===== config.mk =====
export PLATFORM = sky130hd
export DESIGN_NAME = cp0_tlb_regfile
export DESIGN_NICKNAME = d
export VERILOG_FILES = /design/src/rtl/cp0_tlb_regfile.sv
export SDC_FILE = /design/constraint.sdc
export NUM_CORES = 1
export LEC_CHECK = 0
export CORE_ASPECT_RATIO = 0.7
export CORE_MARGIN = 4
export CORE_UTILIZATION = 50
export CTS_CLUSTER_DIAMETER = 40
export DETAILED_ROUTE_END_ITERATION = 10
export PLACE_DENSITY = 0.82
export SYNTH_ARGS = -nofsm -noshare
export SYNTH_HDL_FRONTEND = slang
export SYNTH_SLANG_ARGS = --single-unit

===== constraint.sdc =====
create_clock -name i_clk -period 10 [get_ports i_clk]
set_input_delay 1 -clock i_clk [delete_from_list [all_inputs] [get_ports i_clk]]
set_output_delay 1 -clock i_clk [all_outputs]
set_load 0.05 [all_outputs]

===== src/rtl/cp0_tlb_regfile.sv =====
// cp0_tlb_regfile: CP0 privileged registers, Count/Compare timer, interrupt pending
//   and TLB maintenance (tlbp/tlbr/tlbwi/tlbwr) beside writeback. State updates at the
//   next edge; rdata/cancel/new_pc/we are combinational. No backpressure: strobes are single-cycle commits.
// Ports: i_clk/i_reset; commit strobes i_ex (+exccode/bd/pc/badvaddr/refill), i_eret,
//   i_mtc0_we/i_cp0_waddr/i_cp0_wdata, i_tlbp (+s_found/s_index), i_tlbr, i_tlbwi, i_tlbwr;
//   read port i_cp0_raddr/o_cp0_rdata; TLB read (o_r_index, i_r_*) and write (o_we, o_w_*)
//   ports; o_entryhi_* to the TLB search ports; o_has_int, o_cancel, o_new_pc to the pipeline.
module cp0_tlb_regfile #(
   parameter int          TLBNUM       = 16,
   parameter int          CNT_DIV_LOG2 = 1,
   parameter logic [31:0] EXC_BASE     = 32'hbfc00200,
   localparam int         IDXW         = $clog2(TLBNUM)
) (
   input  logic            i_clk,
   input  logic            i_reset,
   input  logic [5:0]      i_ext_int_in,
   input  logic            i_ex,
   input  logic [4:0]      i_exccode,
   input  logic            i_bd,
   input  logic [31:0]     i_pc,
   input  logic [31:0]     i_badvaddr,
   input  logic            i_refill,
   input  logic            i_eret,
   input  logic            i_mtc0_we,
   input  logic [7:0]      i_cp0_waddr,
   input  logic [31:0]     i_cp0_wdata,
   input  logic [7:0]      i_cp0_raddr,
   output logic [31:0]     o_cp0_rdata,
   input  logic            i_tlbp,
   input  logic            i_s_found,
   input  logic [IDXW-1:0] i_s_index,
   input  logic            i_tlbr,
   input  logic            i_tlbwi,
   input  logic            i_tlbwr,
   output logic [IDXW-1:0] o_r_index,
   input  logic [18:0]     i_r_vpn2,
   input  logic [7:0]      i_r_asid,
   input  logic            i_r_g,
   input  logic [19:0]     i_r_pfn0,
   input  logic [2:0]      i_r_c0,
   input  logic            i_r_d0,
   input  logic            i_r_v0,
   input  logic [19:0]     i_r_pfn1,
   input  logic [2:0]      i_r_c1,
   input  logic            i_r_d1,
   input  logic            i_r_v1,
   output logic            o_we,
   output logic [IDXW-1:0] o_w_index,
   output logic [18:0]     o_w_vpn2,
   output logic [7:0]      o_w_asid,
   output logic            o_w_g,
   output logic [19:0]     o_w_pfn0,
   output logic [2:0]      o_w_c0,
   output logic            o_w_d0,
   output logic            o_w_v0,
   output logic [19:0]     o_w_pfn1,
   output logic [2:0]      o_w_c1,
   output logic            o_w_d1,
   output logic            o_w_v1,
   output logic [18:0]     o_entryhi_vpn2,
   output logic [7:0]      o_entryhi_asid,
   output logic            o_has_int,
   output logic            o_cancel,
   output logic [31:0]     o_new_pc
);
   localparam logic [IDXW-1:0] RND_TOP = IDXW'(TLBNUM - 1);
   localparam int              PW      = (CNT_DIV_LOG2 > 0) ? CNT_DIV_LOG2 : 1;
   localparam logic [31:0]     EXC_GEN = EXC_BASE + 32'h180;

   localparam logic [7:0] A_INDEX = 8'd0,  A_RANDOM = 8'd8,   A_LO0   = 8'd16, A_LO1   = 8'd24;
   localparam logic [7:0] A_WIRED = 8'd48, A_BADV   = 8'd64,  A_COUNT = 8'd72, A_EHI   = 8'd80;
   localparam logic [7:0] A_CMP   = 8'd88, A_STATUS = 8'd96,  A_CAUSE = 8'd104, A_EPC  = 8'd112;

   logic            r_index_p;
   logic [IDXW-1:0] r_index, r_random, r_wired;
   logic [25:0]     r_lo0, r_lo1;            // {PFN, C, D, V, G}
   logic [18:0]     r_ehi_vpn2;
   logic [7:0]      r_ehi_asid;
   logic [31:0]     r_badvaddr, r_count, r_compare, r_epc;
   logic [7:0]      r_im;
   logic            r_exl, r_ie, r_bd, r_ti;
   logic [5:0]      r_ip_hw;
   logic [1:0]      r_ip_sw;
   logic [4:0]      r_exccode;
   logic [PW-1:0]   r_prediv;

   // Strobe arbitration: ex > eret > TLB ops > mtc0; losers are dropped.
   logic w_tlb_ok, w_do_eret, w_do_tlbp, w_do_tlbr, w_do_tlbwi, w_do_tlbwr, w_do_mtc0;
   assign w_do_eret  = i_eret & ~i_ex;
   assign w_tlb_ok   = ~i_ex & ~i_eret;
   assign w_do_tlbp  = i_tlbp  & w_tlb_ok;
   assign w_do_tlbr  = i_tlbr  & w_tlb_ok;
   assign w_do_tlbwi = i_tlbwi & w_tlb_ok;
   assign w_do_tlbwr = i_tlbwr & w_tlb_ok;
   assign w_do_mtc0  = i_mtc0_we & ~(i_ex | i_eret | i_tlbp | i_tlbr | i_tlbwi | i_tlbwr);

   logic w_wr_index, w_wr_lo0, w_wr_lo1, w_wr_wired, w_wr_count, w_wr_ehi;
   logic w_wr_cmp, w_wr_status, w_wr_cause, w_wr_epc;
   assign w_wr_index  = w_do_mtc0 & (i_cp0_waddr == A_INDEX);
   assign w_wr_lo0    = w_do_mtc0 & (i_cp0_waddr == A_LO0);
   assign w_wr_lo1    = w_do_mtc0 & (i_cp0_waddr == A_LO1);
   assign w_wr_wired  = w_do_mtc0 & (i_cp0_waddr == A_WIRED);
   assign w_wr_count  = w_do_mtc0 & (i_cp0_waddr == A_COUNT);
   assign w_wr_ehi    = w_do_mtc0 & (i_cp0_waddr == A_EHI);
   assign w_wr_cmp    = w_do_mtc0 & (i_cp0_waddr == A_CMP);
   assign w_wr_status = w_do_mtc0 & (i_cp0_waddr == A_STATUS);
   assign w_wr_cause  = w_do_mtc0 & (i_cp0_waddr == A_CAUSE);
   assign w_wr_epc    = w_do_mtc0 & (i_cp0_waddr == A_EPC);

   // TLB refill/invalid/modified (1..3) capture the faulting VPN2; address errors (4,5) too for BadVAddr.
   logic w_exc_tlb, w_exc_addr, w_tick;
   logic [7:0] w_ip;
   assign w_exc_tlb  = i_ex & (i_exccode >= 5'd1) & (i_exccode <= 5'd3);
   assign w_exc_addr = i_ex & (i_exccode >= 5'd1) & (i_exccode <= 5'd5);
   assign w_tick     = (CNT_DIV_LOG2 == 0) ? 1'b1 : (r_prediv == {PW{1'b1}});
   assign w_ip       = {r_ip_hw[5] | r_ti, r_ip_hw[4:0], r_ip_sw};

   always_ff @(posedge i_clk or posedge i_reset) begin
      if (i_reset) begin
         r_index_p  <= 1'b0;
         r_index    <= '0;
         r_random   <= RND_TOP;
         r_wired    <= '0;
         r_lo0      <= '0;
         r_lo1      <= '0;
         r_ehi_vpn2 <= '0;
         r_ehi_asid <= '0;
         r_badvaddr <= '0;
         r_count    <= '0;
         r_compare  <= 32'hffffffff;
         r_epc      <= '0;
         r_im       <= '0;
         r_exl      <= 1'b0;
         r_ie       <= 1'b0;
         r_bd       <= 1'b0;
         r_ti       <= 1'b0;
         r_ip_hw    <= '0;
         r_ip_sw    <= '0;
         r_exccode  <= '0;
         r_prediv   <= '0;
      end else begin
         // Random walks down to Wired then wraps to the top; a Wired write restarts it.
         if (w_wr_wired || r_random == r_wired) r_random <= RND_TOP;
         else                                   r_random <= r_random - 1'b1;
         if (w_wr_wired) r_wired <= i_cp0_wdata[IDXW-1:0];

         if (w_do_tlbp) begin
            r_index_p <= ~i_s_found;
            r_index   <= i_s_index;
         end
         if (w_wr_index) r_index <= i_cp0_wdata[IDXW-1:0];

         if (w_do_tlbr) begin
            r_lo0      <= {i_r_pfn0, i_r_c0, i_r_d0, i_r_v0, i_r_g};
            r_lo1      <= {i_r_pfn1, i_r_c1, i_r_d1, i_r_v1, i_r_g};
            r_ehi_vpn2 <= i_r_vpn2;
            r_ehi_asid <= i_r_asid;
         end
         if (w_wr_lo0) r_lo0 <= i_cp0_wdata[25:0];
         if (w_wr_lo1) r_lo1 <= i_cp0_wdata[25:0];
         if (w_wr_ehi) begin
            r_ehi_vpn2 <= i_cp0_wdata[31:13];
            r_ehi_asid <= i_cp0_wdata[7:0];
         end
         if (w_exc_tlb)  r_ehi_vpn2 <= i_badvaddr[31:13];
         // BadVAddr is hardware-captured only; software writes are ignored.
         if (w_exc_addr) r_badvaddr <= i_badvaddr;

         // Nested exceptions (EXL already set) keep the original EPC/BD.
         if (i_ex && !r_exl) begin
            r_bd  <= i_bd;
            r_epc <= i_bd ? i_pc - 32'd4 : i_pc;
         end
         if (i_ex) begin
            r_exccode <= i_exccode;
            r_exl     <= 1'b1;
         end
         if (w_do_eret) r_exl <= 1'b0;
         if (w_wr_status) begin
            r_im  <= i_cp0_wdata[15:8];
            r_exl <= i_cp0_wdata[1];
            r_ie  <= i_cp0_wdata[0];
         end
         if (w_wr_cause) r_ip_sw <= i_cp0_wdata[9:8];
         if (w_wr_epc)   r_epc   <= i_cp0_wdata;
         r_ip_hw <= i_ext_int_in;

         r_prediv <= r_prediv + 1'b1;
         if (w_wr_count)  r_count <= i_cp0_wdata;
         else if (w_tick) r_count <= r_count + 32'd1;

         // A Compare write acknowledges the timer even if Count matches this cycle.
         if (w_wr_cmp) begin
            r_compare <= i_cp0_wdata;
            r_ti      <= 1'b0;
         end else if (r_count == r_compare) begin
            r_ti <= 1'b1;
         end
      end
   end

   always_comb begin
      o_cp0_rdata = 32'd0;
      case (i_cp0_raddr)
         A_INDEX:  o_cp0_rdata = {r_index_p, {(31-IDXW){1'b0}}, r_index};
         A_RANDOM: o_cp0_rdata = {{(32-IDXW){1'b0}}, r_random};
         A_LO0:    o_cp0_rdata = {6'd0, r_lo0};
         A_LO1:    o_cp0_rdata = {6'd0, r_lo1};
         A_WIRED:  o_cp0_rdata = {{(32-IDXW){1'b0}}, r_wired};
         A_BADV:   o_cp0_rdata = r_badvaddr;
         A_COUNT:  o_cp0_rdata = r_count;
         A_EHI:    o_cp0_rdata = {r_ehi_vpn2, 5'd0, r_ehi_asid};
         A_CMP:    o_cp0_rdata = r_compare;
         A_STATUS: o_cp0_rdata = {9'd0, 1'b1, 6'd0, r_im, 6'd0, r_exl, r_ie};
         A_CAUSE:  o_cp0_rdata = {r_bd, r_ti, 14'd0, w_ip, 1'b0, r_exccode, 2'd0};
         A_EPC:    o_cp0_rdata = r_epc;
         default:  o_cp0_rdata = 32'd0;
      endcase
   end

   always_comb begin
      o_new_pc = EXC_GEN;
      if (i_reset)                          o_new_pc = EXC_GEN;
      else if (i_ex)                        o_new_pc = (i_refill && !r_exl) ? EXC_BASE : EXC_GEN;
      else if (i_eret)                      o_new_pc = r_epc;
      else if (i_tlbr || i_tlbwi || i_tlbwr) o_new_pc = i_pc + 32'd4;
   end

   assign o_cancel       = ~i_reset & (i_ex | i_eret | i_tlbr | i_tlbwi | i_tlbwr);
   assign o_we           = ~i_reset & (w_do_tlbwi | w_do_tlbwr);
   assign o_w_index      = i_tlbwr ? r_random : r_index;
   assign o_r_index      = r_index;
   assign o_w_vpn2       = r_ehi_vpn2;
   assign o_w_asid       = r_ehi_asid;
   assign o_w_g          = r_lo0[0] & r_lo1[0];
   assign o_w_pfn0       = r_lo0[25:6];
   assign o_w_c0         = r_lo0[5:3];
   assign o_w_d0         = r_lo0[2];
   assign o_w_v0         = r_lo0[1];
   assign o_w_pfn1       = r_lo1[25:6];
   assign o_w_c1         = r_lo1[5:3];
   assign o_w_d1         = r_lo1[2];
   assign o_w_v1         = r_lo1[1];
   assign o_entryhi_vpn2 = r_ehi_vpn2;
   assign o_entryhi_asid = r_ehi_asid;
   assign o_has_int      = (|(w_ip & r_im)) & r_ie & ~r_exl;
endmodule


==> results of run 1 <==
==> tightest hold or removal path, delay by kind of cell, from the launching register on <==
| kind | cells | cell delay [ps] |
|---|---|---|
| and+or+nand+nor | 2 | 120 |
| DFF | 1 | 340 |
==> placed cells by master (no fill, tap or decap), drive strengths merged, types with 5 or more instances in the layout <==
cell type,instances
a221o,19
and4,6
buf,25
nor4,23
or3,15
o211ai,12
a211oi,6
a31oi,16
a21o,34
nor2b,5
mux2,98
a21oi,55
clkbuf,47
a22oi,65
and2,6
nand4,36
o22ai,24
nand3b,5
inv,23
dfstp,36
dfrtp,210
mux2i,53
nor3,41
nor2,100
xor2,43
clkdlybuf4s50,395
nand2,164
nand3,45
nor4b,9
a22o,60
xnor2,80
a221oi,20
o21ai,71
and3,15
==> per-layer routing <==
metal	global-route usage [%]	up-vias	part of all wire [%]
met5	0	-	0.046
met2	57.3	1112	43
met4	15.8	4	4.9
li1	-	6441	-
met1	53.3	7629	40
met3	10.1	216	11
==> cell type report <==
| type | instances | area, um^2 |
|---|---|---|
| inverters | 18 | 75.1 |
| clock inverters | 16 | 196 |
| clock buffers | 47 | 1030 |
| well taps | 412 | 515 |
| diodes | 2 | 5.00 |
| fillers | 2392 | 9800 |
| multi-input cells | 1170 | 8190 |
| repair buffers | 420 | 4150 |
| flip-flops and latches | 246 | 6200 |
==> worst min-delay path by stage <==
stage | from | end | slack (ps) | cells past startpoint
global placement | r_bd | r_bd | 470 | 2
floorplan | r_bd | r_bd | 450 | 2
detailed placement | r_bd | r_bd | 480 | 2
finish | r_bd | r_bd | 490 | 2
global route | r_random[0] | r_random[0] | 520 | 1
CTS | r_bd | r_bd | 490 | 2
==> power groups by stage <==
| stage | combinational (mW) | clock (mW) | sequential, mW |
|---|---|---|---|
| floorplan | 0.552 | 0 | 1.28 |
| global placement | 0.926 | 0 | 1.26 |
| detailed placement | 0.936 | 0 | 1.27 |
| CTS | 0.940 | 1.31 | 1.25 |
| global route | 0.984 | 1.35 | 1.26 |
| finish | 0.945 | 1.31 | 1.26 |
==> state kept, by name, summed over array words and instances, names as in the netlist, 8 cells and up <==
signal / count
r_compare: 32
r_im: 8
r_epc: 32
r_count: 32
r_lo0: 26
r_lo1: 26
r_badvaddr: 32
o_entryhi_vpn2: 19
o_entryhi_asid: 8
==> per-stage QoR <==
step	worst slack (ps)	instance area (um^2)	hold slack, ps	utilization (%)
detailed placement	4130	19100	475	63.4
global placement	4120	19100	472	63.4
global route	3960	20400	515	67.5
finish	4030	20400	493	67.5
CTS	4120	20400	488	67.5
floorplan	973	15400	445	-
==> kinds of logic (layout without fill, tap and decap cells) <==
logic type | Yosys count | after routing | share of synthesized area [%]
mux | 152 | 152 | 10.8
flops | 246 | 246 | 40.3
simple gates | 498 | 498 | 16.7
compound gates | 393 | 393 | 17.8
buf+inv | 214 | 501 | 7.18
other cells | 0 | 2 | 0
fa+ha+maj | 4 | 4 | 0.325
xor+xnor | 123 | 123 | 7.00
==> flow_summary.yaml, run 1 <==
sta:
  setup_violations: 0
  fin_crit_sh_pct: 59.7
  finalHoldViolCount: 0
  slew_viol_final: 0
  setup_tns_ps: 0
  fin_crit_ps: 5970
  finalClockSkew_ps: 25.6
  fmax_ghz: 0.168
  worst_slew_margin_rel_pct: 13.9
  tightest_slew_ps: 1290
  rsz0062_at_grt: "false"
detailed_routing:
  wl_mm: 67.3
  routed_via_density: 6.61
  drc: 0
  vias: 15400
  ant_nets: 0
  drt-pass1-iter-count: 6
  routedWlPerCell_um: 28.9
  drt_iter0_drc: 2202
synth:
  synth_area_leader_cell: "dfrtp_1"
  synth_top_area_share_pct: 34.1
  ys.warnings.count: 0
  ys.flop_type: "dfrtp_1"
  synthArstFlopShare_pct: 100
  synth_seq_cells: 246
  synthesis.area_mm2: 0.0154
  yosysSeqAreaShare_pct: 40.3
  synthTopCellsByArea: "dfrtp_1, mux2_2, dfstp_2"
  yosysMostFrequentCell: "dfrtp_1"
  synthCells: 1630
  syn_nets: 1851
  synth_edf_count: 0
  yosys-top-cells-count: "dfrtp_1, nand2_1, nor2_1"
  yosysUniqueCellTypes: 65
  syn_area_per_cell_um2: 9.45
setup_path:
  slowest_stage: "clkdlybuf4s50_1"
  path_buf_inv: 3
  start_kind: "primary input"
  path_cells: "clkdlybuf4s50_1 -> nor4bb_4 -> buf_4 -> a22oi_1 -> o2bb2ai_1 -> a31oi_1 -> o21ai_0 -> clkdlybuf4s50_1"
  r2r_slack_ps: 7220
  crit_fanout: 23
  cp.depth: 8
  criticalPathCategory: "primary input to output pin"
  critPathCaptureType: "output pin"
  startpoint: "i_cp0_raddr[6]"
  r2r-start: "r_count[0]"
  crit_family: "buffers and inverters"
  max_stage_delay_ps: 1020
  r2r_end: "r_count[22]"
  required_ps: 9000
  crit_end: "o_cp0_rdata[31]"
  r2r_cells: 6
  path_common_cell: "clkdlybuf4s50_1"
  worstPathArrival_ps: 4970
final_layout:
  nets: 2112
  area_delta_synth_final_pct: 32.3
  drive_gt1_share_pct: 13.2
  fin_cells: 2331
floorplan:
  die_y_um: 155
  std_cell_rows: 53
  top_level_ports: 397
  fp.dieArea_mm2: 0.0337
  start_util_pct: 51.0
  die_x_um: 218
  core_mm2: 0.0302
run_status:
  outcome: "completed"
power:
  peakVddDrop_v: 0.000122
  switchingPower_mw: 1.23
  comb_power_share_pct: 26.9
  p_leak_nw: 8.18
  powerDensity_mw_per_mm2: 172
  p_sw_share_pct: 34.9
  pwr-share-seq_pct: 35.8
  p_int_mw: 2.28
  p_clk_share_pct: 37.3
  p_total_mw: 3.51
global_route:
  overflow: 0
  antenna_found_initial: 3
  grt_pass1_wl_mm: 97.7
  grt_pass1_vias: 15000
  gr-usage-all-layers_pct: 38.4
  grt_max_degree: 167
clock_tree:
  cts_sinks: 246
  numCtsBuffers: 35
  clk_pin_slew_ps: 60
  worstSkewPairLatency_ps: 520
  clock-root-buffer: "clkbuf_16"
  tritoncts: "yes"
  htree_levels: 2
  cts_resized: 0
  cts_hold_buf: 0
  clock_path_buffers: 3
  cts_setup_buffers: 0
place:
  port_buffers: 396
  hpwl_mm: 49.5
  gp_congestion: 1.01
  placed_cells: 2266
worst_hold_path:
  hp-class: "flop to flop"
flow_run:
  cap_viol_max_count: 0
Power figures use the tool's default switching activity.
==> inputs of run 2 (changes only) <==
Clock period 10 ns to 6.1 ns, I/O delays scaled along.
==> flow_summary.yaml, run 2 (synthesis results as in run 1) <==
run_status:
  outcome: "completed"
setup_path:
  slowest_stage: "clkdlybuf4s50_1"
  start_kind: "primary input"
  path_cells: "clkdlybuf4s50_1 -> nor4bb_4 -> nand2_1 -> o22ai_1 -> a211oi_1 -> o21ai_0 -> clkdlybuf4s50_1"
  worstPathArrival_ps: 4420
  criticalPathCategory: "primary input to output pin"
  crit_fanout: 15
  max_stage_delay_ps: 910
  required_ps: 5490
  path_common_cell: "clkdlybuf4s50_1"
  r2r_slack_ps: 3370
  critPathCaptureType: "output pin"
sta:
  fin_crit_sh_pct: 82.4
  rsz0062_at_grt: "false"
  tightest_slew_ps: 1290
  holdWs_ps: 444
  fmax_ghz: 0.199
  fin_crit_ps: 5030
  finalClockSkew_ps: 25.0
  finalHoldViolCount: 0
  worst_slew_margin_rel_pct: 14.2
  slew_viol_final: 0
  setup_violations: 0
worst_hold_path:
  hp-class: "primary input to flop"
place:
  placed_cells: 2276
  gp_congestion: 1.03
  port_buffers: 396
  hpwl_mm: 52.5
final_layout:
  nets: 2117
  area_delta_synth_final_pct: 32.6
  n_fill_cell: 2356
  mostFrequentLayoutCells: "clkdlybuf4s50_1, dfrtp_1, nand2_1, mux2_2, nor2_1"
  seqCellArea_mm2: 0.00620
  diodes: 0
  fin_cells: 2332
  multi_input_area_mm2: 0.00830
  drive_gt1_share_pct: 14.0
  final_common_cell: "clkdlybuf4s50_1"
clock_tree:
  htree_levels: 1
  clock_path_buffers: 3
  clock-root-buffer: "clkbuf_16"
  cts_setup_buffers: 0
  tritoncts: "yes"
  cts_resized: 0
  worstSkewPairLatency_ps: 600
  cts_sinks: 246
  numCtsBuffers: 30
  cts_hold_buf: 0
  clk_pin_slew_ps: 60
global_route:
  grt_pass1_vias: 14900
  antenna_found_initial: 0
  grt_max_degree: 166
  gr-usage-all-layers_pct: 39.4
  overflow: 0
  grt_pass1_wl_mm: 99.6
power:
  peakVddDrop_v: 0.000209
  powerDensity_mw_per_mm2: 275
  p_leak_nw: 8.17
detailed_routing:
  routedWlPerCell_um: 29.7
  drc: 0
  wl_mm: 69.2
  dr.max_layer_used: "met4"
  dr_wl_met3_mm: 9.90
  drt_iter0_drc: 1936
  wl_met2_mm: 29.5
  routed_via_density: 6.55
  vias: 15300
  drt-met1-wl_mm: 27.8
  ant_nets: 0
  drt-pass1-iter-count: 6
floorplan:
  die_x_um: 218
  core_mm2: 0.0302
  top_level_ports: 397
  fp.dieArea_mm2: 0.0337
  start_util_pct: 51.0
  std_cell_rows: 53
  die_y_um: 155
flow_run:
  cap_viol_max_count: 0
-- run 2: changes by cell type in the layout (fill, tap and decap cells not counted), sizes merged --
| cell | change |
|---|---|
| inv | -2 |
| bufinv | +2 |
| clkbuf | -12 |
| buf | +10 |
| clkinv | +1 |
| clkinvlp | +4 |
| diode | -2 |
-- run 2: where the power goes --
group / switching (mW) / internal [mW]
sequential: 0.263 / 1.82
clock: 0.800 / 1.17
combinational: 0.975 / 0.592
-- run 2: path summary, 6_finish.rpt --
| check | start | end | cells past startpoint |
|---|---|---|---|
| max | i_cp0_raddr[6] | o_cp0_rdata[6] | 7 |
| min | i_ext_int_in[5] | r_ip_hw[5] | 1 |
| max reg2reg | r_count[0] | r_count[20] | 6 |
| min reg2reg | r_bd | r_bd | 2 |
| max in group asynchronous | i_reset | o_entryhi_vpn2[10] | 4 |
| min in group asynchronous | i_reset | r_epc[3] | 3 |
-- run 2: metrics by stage --
step | setup slack, ps | cell area [um^2] | power, mW | TNS (ps) | utilization (%)
finish | 1070 | 20400 | 5.62 | 0 | 67.7
CTS | 1280 | 20400 | 5.60 | 0 | 67.7
detailed placement | 1280 | 19300 | 3.64 | 0 | 64.0
global route | 1030 | 20400 | 5.76 | 0 | 67.7
global placement | 1290 | 19300 | 3.62 | 0 | 64.0
floorplan | -337 | 15500 | 3.02 | -3310 | -
-- run 2: critical path, delay by kind of cell --
kind	cells	cell delay (ps)
buffers and inverters	2	1800
AOI/OAI and AO/OA	3	980
and+or+nand+nor	2	1030
-- run 2: layout make-up --
class / instances / share of cell area, %
Timing Repair Buffer: 430 / 20.7
Sequential cell: 246 / 30.4
Clock buffer: 35 / 3.92
Tap cell: 412 / 2.52
Inverter: 18 / 0.349
Multi-Input combinational cell: 1170 / 40.6
Clock inverter: 21 / 1.51
-- run 2: metal layers --
layer	track usage [%]	vias up
met4	9.95	0
li1	-	6449
met3	13.8	132
met1	55.6	7524
met5	0	-
met2	58.4	1176
